**config.mk**
```make
export PLATFORM = sky130hd
export DESIGN_NAME = whack_judge
export DESIGN_NICKNAME = d
export VERILOG_FILES = /design/src/rtl/whack_judge_pkg.sv /design/src/rtl/btn_edge_detect.sv /design/src/rtl/whack_judge.sv
export SDC_FILE = /design/constraint.sdc
export NUM_CORES = 1
export LEC_CHECK = 0
export CAP_MARGIN = 0
export CORE_AREA = 2 2 49 74
export DETAILED_ROUTE_END_ITERATION = 12
export DIE_AREA = 0 0 51 76
export MAX_ROUTING_LAYER = met4
export PLACE_DENSITY = 0.7
export SLEW_MARGIN = 20
export SYNTH_ARGS = -nofsm -noshare
export SYNTH_HDL_FRONTEND = slang
export SYNTH_SLANG_ARGS = --single-unit
```
**constraint.sdc**
```tcl
create_clock -name i_clk -period 2.4 [get_ports i_clk]
set_input_delay 0.48 -clock i_clk [delete_from_list [all_inputs] [get_ports i_clk]]
set_output_delay 0.48 -clock i_clk [all_outputs]
set_load 0.005 [all_outputs]
```
**src/rtl/whack_judge_pkg.sv**
```systemverilog
// Shared whack-a-mole definitions: judge state encodings and hole constants,
// also used by the position generator and the display.
package whack_judge_pkg;

    typedef enum logic [1:0] {
        ST_ARMED = 2'd0,
        ST_HIT   = 2'd1,
        ST_MISS  = 2'd2,
        ST_OVER  = 2'd3
    } judge_state_t;

    localparam int         NUM_HOLES_DFLT = 5;
    localparam logic [2:0] NO_MOLE        = 3'd5;

    function automatic int max_int(input int a, input int b);
        return (a > b) ? a : b;
    endfunction

endpackage

```
**src/rtl/btn_edge_detect.sv**
```systemverilog
// Registers the debounced hole buttons and reports rising edges. Resets to all
// ones so a button held through reset does not count as a fresh press.
module btn_edge_detect #(
    parameter int W = 5
) (
    input  logic         i_clk,
    input  logic         i_rst,
    input  logic [W-1:0] i_level,
    output logic [W-1:0] o_rise
);

    logic [W-1:0] level_q;

    always_ff @(posedge i_clk or posedge i_rst) begin
        if (i_rst) level_q <= '1;
        else       level_q <= i_level;
    end

    assign o_rise = i_level & ~level_q;

endmodule

```
**src/rtl/whack_judge.sv**
```systemverilog
// Judges hole-button presses against the current mole position and keeps score.
// Optional build macro ESCAPE_PENALTY_EN: a mole moving away unpressed in ARMED counts as a miss.
//
// state    | meaning
// ---------+-------------------------------------------------------------
// ST_ARMED | waiting for a press; every press edge is judged hit or miss
// ST_HIT   | hit flash for FLASH_CYCLES clocks, presses discarded
// ST_MISS  | miss lockout for LOCKOUT_CYCLES clocks, presses discarded
// ST_OVER  | miss limit reached; terminal until reset
module whack_judge
    import whack_judge_pkg::*;
#(
    parameter int NUM_HOLES      = NUM_HOLES_DFLT,
    parameter int SCORE_W        = 8,
    parameter int MISS_W         = 4,
    parameter int MAX_MISSES     = 3,
    parameter int FLASH_CYCLES   = 4,
    parameter int LOCKOUT_CYCLES = 4
) (
    input  logic                 i_clk,
    input  logic                 i_rst,
    input  logic [2:0]           i_mole_position,
    input  logic [NUM_HOLES-1:0] i_buttons,
    output logic                 o_change_position,
    output logic [SCORE_W-1:0]   o_score,
    output logic [MISS_W-1:0]    o_misses,
    output logic                 o_hit_flash,
    output logic                 o_miss_flash,
    output logic                 o_game_over
);

    localparam int TIMER_MAX = max_int(FLASH_CYCLES, LOCKOUT_CYCLES);
    localparam int TIMER_W   = (TIMER_MAX > 1) ? $clog2(TIMER_MAX) : 1;

    localparam logic [TIMER_W-1:0] FLASH_TC   = TIMER_W'(FLASH_CYCLES - 1);
    localparam logic [TIMER_W-1:0] LOCKOUT_TC = TIMER_W'(LOCKOUT_CYCLES - 1);
    localparam logic [2:0]         HOLE_LIMIT = 3'(NUM_HOLES);
    localparam logic [MISS_W-1:0]  MISS_LIMIT = MISS_W'(MAX_MISSES);

    judge_state_t         state;
    logic [2:0]           pos_q;
    logic [TIMER_W-1:0]   timer;
    logic [NUM_HOLES-1:0] press;
    logic [NUM_HOLES-1:0] pos_mask;
    logic                 mole_up;
    logic                 press_any;
    logic                 press_hit;
    logic                 escape;
    logic [MISS_W-1:0]    misses_inc;

    btn_edge_detect #(.W(NUM_HOLES)) u_btn_edge (
        .i_clk   (i_clk),
        .i_rst   (i_rst),
        .i_level (i_buttons),
        .o_rise  (press)
    );

    // A single press edge exactly on the registered mole hole is the only hit.
    assign mole_up    = (pos_q < HOLE_LIMIT);
    assign pos_mask   = NUM_HOLES'(1) << pos_q;
    assign press_any  = |press;
    assign press_hit  = mole_up && (press == pos_mask);
    assign misses_inc = o_misses + MISS_W'(1);

`ifdef ESCAPE_PENALTY_EN
    assign escape = !press_any && mole_up && (i_mole_position != pos_q);
`else
    assign escape = 1'b0;
`endif

    always_ff @(posedge i_clk or posedge i_rst) begin
        if (i_rst) begin
            state             <= ST_ARMED;
            pos_q             <= HOLE_LIMIT;
            timer             <= '0;
            o_change_position <= 1'b0;
            o_score           <= '0;
            o_misses          <= '0;
            o_hit_flash       <= 1'b0;
            o_miss_flash      <= 1'b0;
            o_game_over       <= 1'b0;
        end else begin
            pos_q             <= i_mole_position;
            o_change_position <= 1'b0;
            case (state)
                ST_ARMED: begin
                    if (press_hit) begin
                        if (o_score != '1) o_score <= o_score + SCORE_W'(1);
                        o_change_position <= 1'b1;
                        o_hit_flash       <= 1'b1;
                        timer             <= '0;
                        state             <= ST_HIT;
                    end else if (press_any || escape) begin
                        o_misses <= misses_inc;
                        timer    <= '0;
                        if (misses_inc == MISS_LIMIT) begin
                            o_game_over <= 1'b1;
                            state       <= ST_OVER;
                        end else begin
                            o_miss_flash <= 1'b1;
                            state        <= ST_MISS;
                        end
                    end
                end
                ST_HIT: begin
                    if (timer == FLASH_TC) begin
                        o_hit_flash <= 1'b0;
                        state       <= ST_ARMED;
                    end else begin
                        timer <= timer + TIMER_W'(1);
                    end
                end
                ST_MISS: begin
                    if (timer == LOCKOUT_TC) begin
                        o_miss_flash <= 1'b0;
                        state        <= ST_ARMED;
                    end else begin
                        timer <= timer + TIMER_W'(1);
                    end
                end
                ST_OVER: begin
                    o_game_over <= 1'b1;
                end
                default: state <= ST_ARMED;
            endcase
        end
    end

endmodule
```
# --- Yosys cells after proc, flatten, opt, wreduce, memory -nomap -nowiden ---
# Cells that the tools add are included.
word_totals:
  output_inout_bits: 16
  register_bits: 28
  input_bits: 10
  word_cells: 72
op_classes:
  bitwise: 3
  muxes: 22
  n_lt_le_gt_ge: 1
  shift: 1
  n_reduce_logical: 15
  addsub: 3
  n_eq_ne: 17
ops:
  columns: ["cell", "n"]
  rows:
  - ["2-bit != test (second input constant)", 8]
  - ["3-bit AND reduction", 5]
  - ["2-bit 2-to-1 mux", 6]
  - ["1-bit 2-to-1 mux", 11]
  - ["8-bit by 1-bit adder with 8-bit output (second input constant)", 1]
  - ["8-bit != test (second input constant)", 1]
  - ["2-bit one-hot mux with 2 select lines", 2]
  - ["2-bit nonzero test", 4]
  - ["2-bit equality test (second input constant)", 3]
  - ["1-bit one-hot mux with 2 select lines", 3]
  - ["5-bit AND", 1]
  - ["5-bit equality test", 1]
  - ["5-bit inverter", 1]
  - ["5-bit AND reduction", 1]
  - ["5-bit OR reduction", 1]
  - ["1-bit by 3-bit << shifter with 5-bit output (first input constant)", 1]
  - ["4-bit by 1-bit adder with 4-bit output (second input constant)", 1]
  - ["4-bit by 2-bit equality test with 1-bit output (second input constant)", 1]
  - ["4-bit AND reduction", 1]
  - ["3-bit < comparator (second input constant)", 1]
  - ["3-bit != test (second input constant)", 1]
  - ["2-bit by 1-bit adder with 2-bit output (second input constant)", 1]
  - ["2-bit by 1-bit equality test with 1-bit output (second input constant)", 1]
  - ["2-bit logical NOT", 1]
  - ["other kinds (4)", 4]

# --- Longest topological paths before layout ---
depth:
  word_depth: 6
  depth_mapped: 6
  mapped_depth_nobuf: 6

# --- Modules after synthesis ---
# Synthesis repeated with hierarchy kept, for this count alone.
unflattened:
  hier_cells: 131
  area_unflattened_um2: 1486.4
by_module_without_submodules:
  columns: ["mod", "instances", "seq_area_each_um2", "area_per_inst_um2", "cells_each"]
  rows:
  - ["whack_judge", 1, 578.1, 1282.5, 120]
  - ["btn_edge_detect", 1, 131.4, 203.9, 11]

# --- Worst setup path before layout ---
# No wires, ideal clock.
synth_path:
  path_kind: "reg-to-reg"
  start: "register pos_q[0]"
  end: "register o_miss_flash"
  period_less_slack_ps: 1778
  arrival_time_ps: 1653
  path_slack_ps: 622
  path_stages_with_launch: 6
  setup_ps: 125
  n_path_buf: 0
  required_time_ps: 2275
  cell_sequence: "dfstp_2 > nor3b_2 > xnor2_1 > nor2_2 > a211oi_1 > mux2_2"
synth_via:
  elab_chain_len: 5
  word_cells_on_any_way: 6
  classes_between: "1 x order compare; 2 x eq/ne; 1 x shift; 2 x reduce/logical"
synth_rtl:
  columns: ["item", "line", "source"]
  rows:
  - ["start: declaration", "whack_judge.sv:41", "logic [2:0] pos_q;"]
  - ["start signal: assignment", "whack_judge.sv:83", "pos_q <= i_mole_position;"]
  - ["1-bit by 3-bit << shifter with 5-bit output", "whack_judge.sv:60", "assign pos_mask = NUM_HOLES'(1) << pos_q;"]
  - ["5-bit equality test", "whack_judge.sv:62", "assign press_hit = mole_up && (press == pos_mask);"]
  - ["1-bit logical AND (*)", "whack_judge.sv:62", null]
  - ["2-bit != test (no source line) (*)", null, null]
  - ["5-bit AND reduction (no source line) (*)", null, null]
  - ["end signal: assignment", "whack_judge.sv:80", "o_miss_flash <= 1'b0;"]
  - ["end signal: assignment", "whack_judge.sv:100", "o_miss_flash <= 1'b1;"]
  - ["end signal: assignment", "whack_judge.sv:115", "o_miss_flash <= 1'b0;"]
  - ["end: declaration", "whack_judge.sv:28", "output logic o_miss_flash,"]
# Mark *: on every way between the ends. The rest lies on a longest branch, timed or not.
# A chain may end at the register's enable or synchronous reset.

# --- Worst setup path in the final report ---
layout_path:
  start: "input port i_buttons[4]"
  end: "register o_miss_flash"
layout_via:
  elab_chain_len: 5
  word_cells_on_any_way: 7
  classes_between: "3 x eq/ne; 1 x bitwise; 3 x reduce/logical"
layout_rtl:
  columns: ["item", "line", "source"]
  rows:
  - ["start: declaration", "whack_judge.sv:23", "input logic [NUM_HOLES-1:0] i_buttons,"]
  - ["5-bit AND (*)", "btn_edge_detect.sv:19", "assign o_rise = i_level & ~level_q;"]
  - ["5-bit equality test", "whack_judge.sv:62", null]
  - ["1-bit logical AND", "whack_judge.sv:62", null]
  - ["2-bit != test (no source line)", null, null]
  - ["5-bit AND reduction (no source line) (*)", null, null]
# Marks and branches as above.

==> metrics <==
Startpoint Class=primary input; worst-margin pin slew=0.352 ns; drt via density=5.27; Ant. Diodes=0; Critical Path Max Stage Delay=0.50 ns; TNS Setup=0 ns; outcome=finished clean; fin crit share=83.4%; Ports=26; WL final=2830 microns; initial antenna violation count=0; CTS tree=yes; Initial Util=44.8%; Iter 0 DRT Violations=31; Synth Register Bits=28; Synth Cell Area=1470 sq um; worst hold path type=reg -> reg; Worst Path Max Fanout=5; Crit. End Element=register; hold buffer count at cts=0; latest clock arrival within the worst-skew pair=0.27 ns; Clock Skew=0.00501 ns; top cells by area, synth=dfrtp_1, dfstp_2, ha_1; row count=26; Yosys warning count=0; Req. time, crit path=2.56 ns; global-route wire length before repair=5170 microns; die area=3880 sq um; ys flop type=dfrtp_1; clock buffer count from CTS=3; postcts setup bufs=0; CTS Sinks=28; RSZ-0062 raised after global routing=false; vias in the first global route=1154; cell accounting for the most synthesized area=dfrtp_1; All-Layer GR Usage=17.5%; Worst Setup Path Type=in -> reg; PortBufs=25; synthesized net count=149; Final GP Congestion=0.903; largest net degree at the start of global routing=29; Placed Cells=203; CTS root buf=clkbuf_8; crit path time final=2.00 ns; count leader, synth=dfrtp_1; dpl hpwl=2200 microns; register area=709 sq um; Die Y=76 microns; crit-path cells=clkdlybuf4s50_1 -> nand2b_1 -> mux2i_1 -> nor3_4 -> a211oi_1 -> mux2_2; Worst Path Arrival=2.16 ns; Cells after Synth=131; Post-synth EDFFs=0; Max stage delay cell, worst path=clkdlybuf4s50_1; Netlist cell types=39; Hold Vio Cnt, Final=0; final net count=184; vias post-DR=1090; CTS clk-pin slew, worst paths=0.09 ns; layout cells sized above 1=15.2%; DRC=0; IR drop worst, VDD=0.000579 V; design area=1880 sq um; first-pass detailed-route iteration total=4; non-filler instance count after layout=207; Synth top area share=35.7%; cell leakage power=0.797 nW; pwr/cell area=931 nW/um^2; htree depth=1; Max Fclk=500 MHz; grt ovf=0; area occupied by multi-input gates=717 sq um; # fillers=300; max_slew headroom=76.5%; Synth top cells by count=dfrtp_1, xnor2_1, inv_1; Die W=51 microns; post_cts resized=0; final slew viol count=0; Max Cap Viol=0; Async S/R FF share, synth=100%; CTS Buffer Depth=2; mean post-synth cell area=11.2 sq um; register area share after synthesis=48.2%; Routed WL per cell=13.6 microns; cell area after placement=1810 sq um; Area Overhead vs Synth=27.7%; core area=3290 sq um; Routed Antenna Nets=0; Final setup viols=0
## placed cells by master (no fill, tap or decap), drive strengths merged, types with 3 or more instances in the layout
cell type and n:
and3 4, ha 8, dfrtp 21, clkdlybuf4s50 25
nand2b 6, nor2 4, xnor2 11, nand4 3
clkbuf 3, and2 3, xor2 4, nor3 3
a21oi 4, nand2 6, dfstp 7, nand3 8
inv 9, a211oi 3, buf 6
## critical path, delay by kind of cell
| family | cells | cell delay, ns |
|---|---|---|
| multiplexers | 2 | 0.64 |
| buffers and inverters | 1 | 0.50 |
| AO/OA/AOI/OAI | 1 | 0.30 |
| AND/OR/NAND/NOR | 2 | 0.23 |
## final timing paths
kind	start	to	slack [ns]	cells past startpoint
min reg2reg	o_game_over$_DFFE_PP0P_	o_game_over$_DFFE_PP0P_	0.50	2
min	o_game_over$_DFFE_PP0P_	o_game_over$_DFFE_PP0P_	0.50	2
min in group asynchronous	i_rst	pos_q[1]$_DFF_PP0_	0.56	3
max in group asynchronous	i_rst	u_btn_edge.level_q[4]$_DFF_PP1_	1.52	3
max	i_buttons[4]	o_miss_flash$_DFFE_PP0P_	0.40	6
max reg2reg	o_misses[0]$_DFFE_PP0P_	o_miss_flash$_DFFE_PP0P_	0.51	6
## report_power, final
| part | internal (mW) | switching [mW] |
|---|---|---|
| Clock | 0.223 | 0.138 |
| Sequential | 0.581 | 0.109 |
| Combinational | 0.365 | 0.333 |
## kinds of logic (layout without fill, tap and decap cells)
kind of cell,count (synthesis),after routing,share of synthesized area [%]
buffers and inverters,10,44,3.06
multiplexers,4,4,2.89
AND/OR/NAND/NOR,45,45,19.6
AO/OA/AOI/OAI,21,21,10.5
adder cells (fa/ha/maj),8,8,6.80
XOR/XNOR,15,15,8.93
flip-flops,28,28,48.2
## stage by stage
step	setup slack, ns	total power [mW]	hold slack [ns]	utilization (%)
floorplan	0.622	1.12	0.467	-
global placement	0.154	1.37	0.465	55.0
detailed placement	0.0975	1.40	0.485	55.0
CTS	0.399	1.77	0.506	57.2
global route	0.292	1.91	0.528	57.2
finish	0.398	1.75	0.497	57.2
## state kept, by name (all words and copies together) (netlist names)
name	count
o_hit_flash	1
o_game_over	1
o_change_position	1
timer	2
o_score	8
u_btn_edge.level_q	5
o_misses	4
pos_q	3
state	2
o_miss_flash	1
## cell type report
cell class                 instances  area share (%)
multi-input combinational         93            38.1
inverter                           9            1.80
sequential                        28            37.7
clock buffer                       3            2.20
tap                               42            2.80
timing repair buffer              31            15.7
clock inverter                     1            1.60
## layer usage
layer | vias up | global-route usage, % | share of wire [%]
li1 | 528 | - | -
met1 | 543 | 21.5 | 41
met2 | 17 | 29.1 | 56
met3 | 2 | 1.96 | 2.3
met4 | 0 | 6.49 | 0.81
met5 | - | - | 0
No activity file was read; power rests on OpenSTA's default activity.
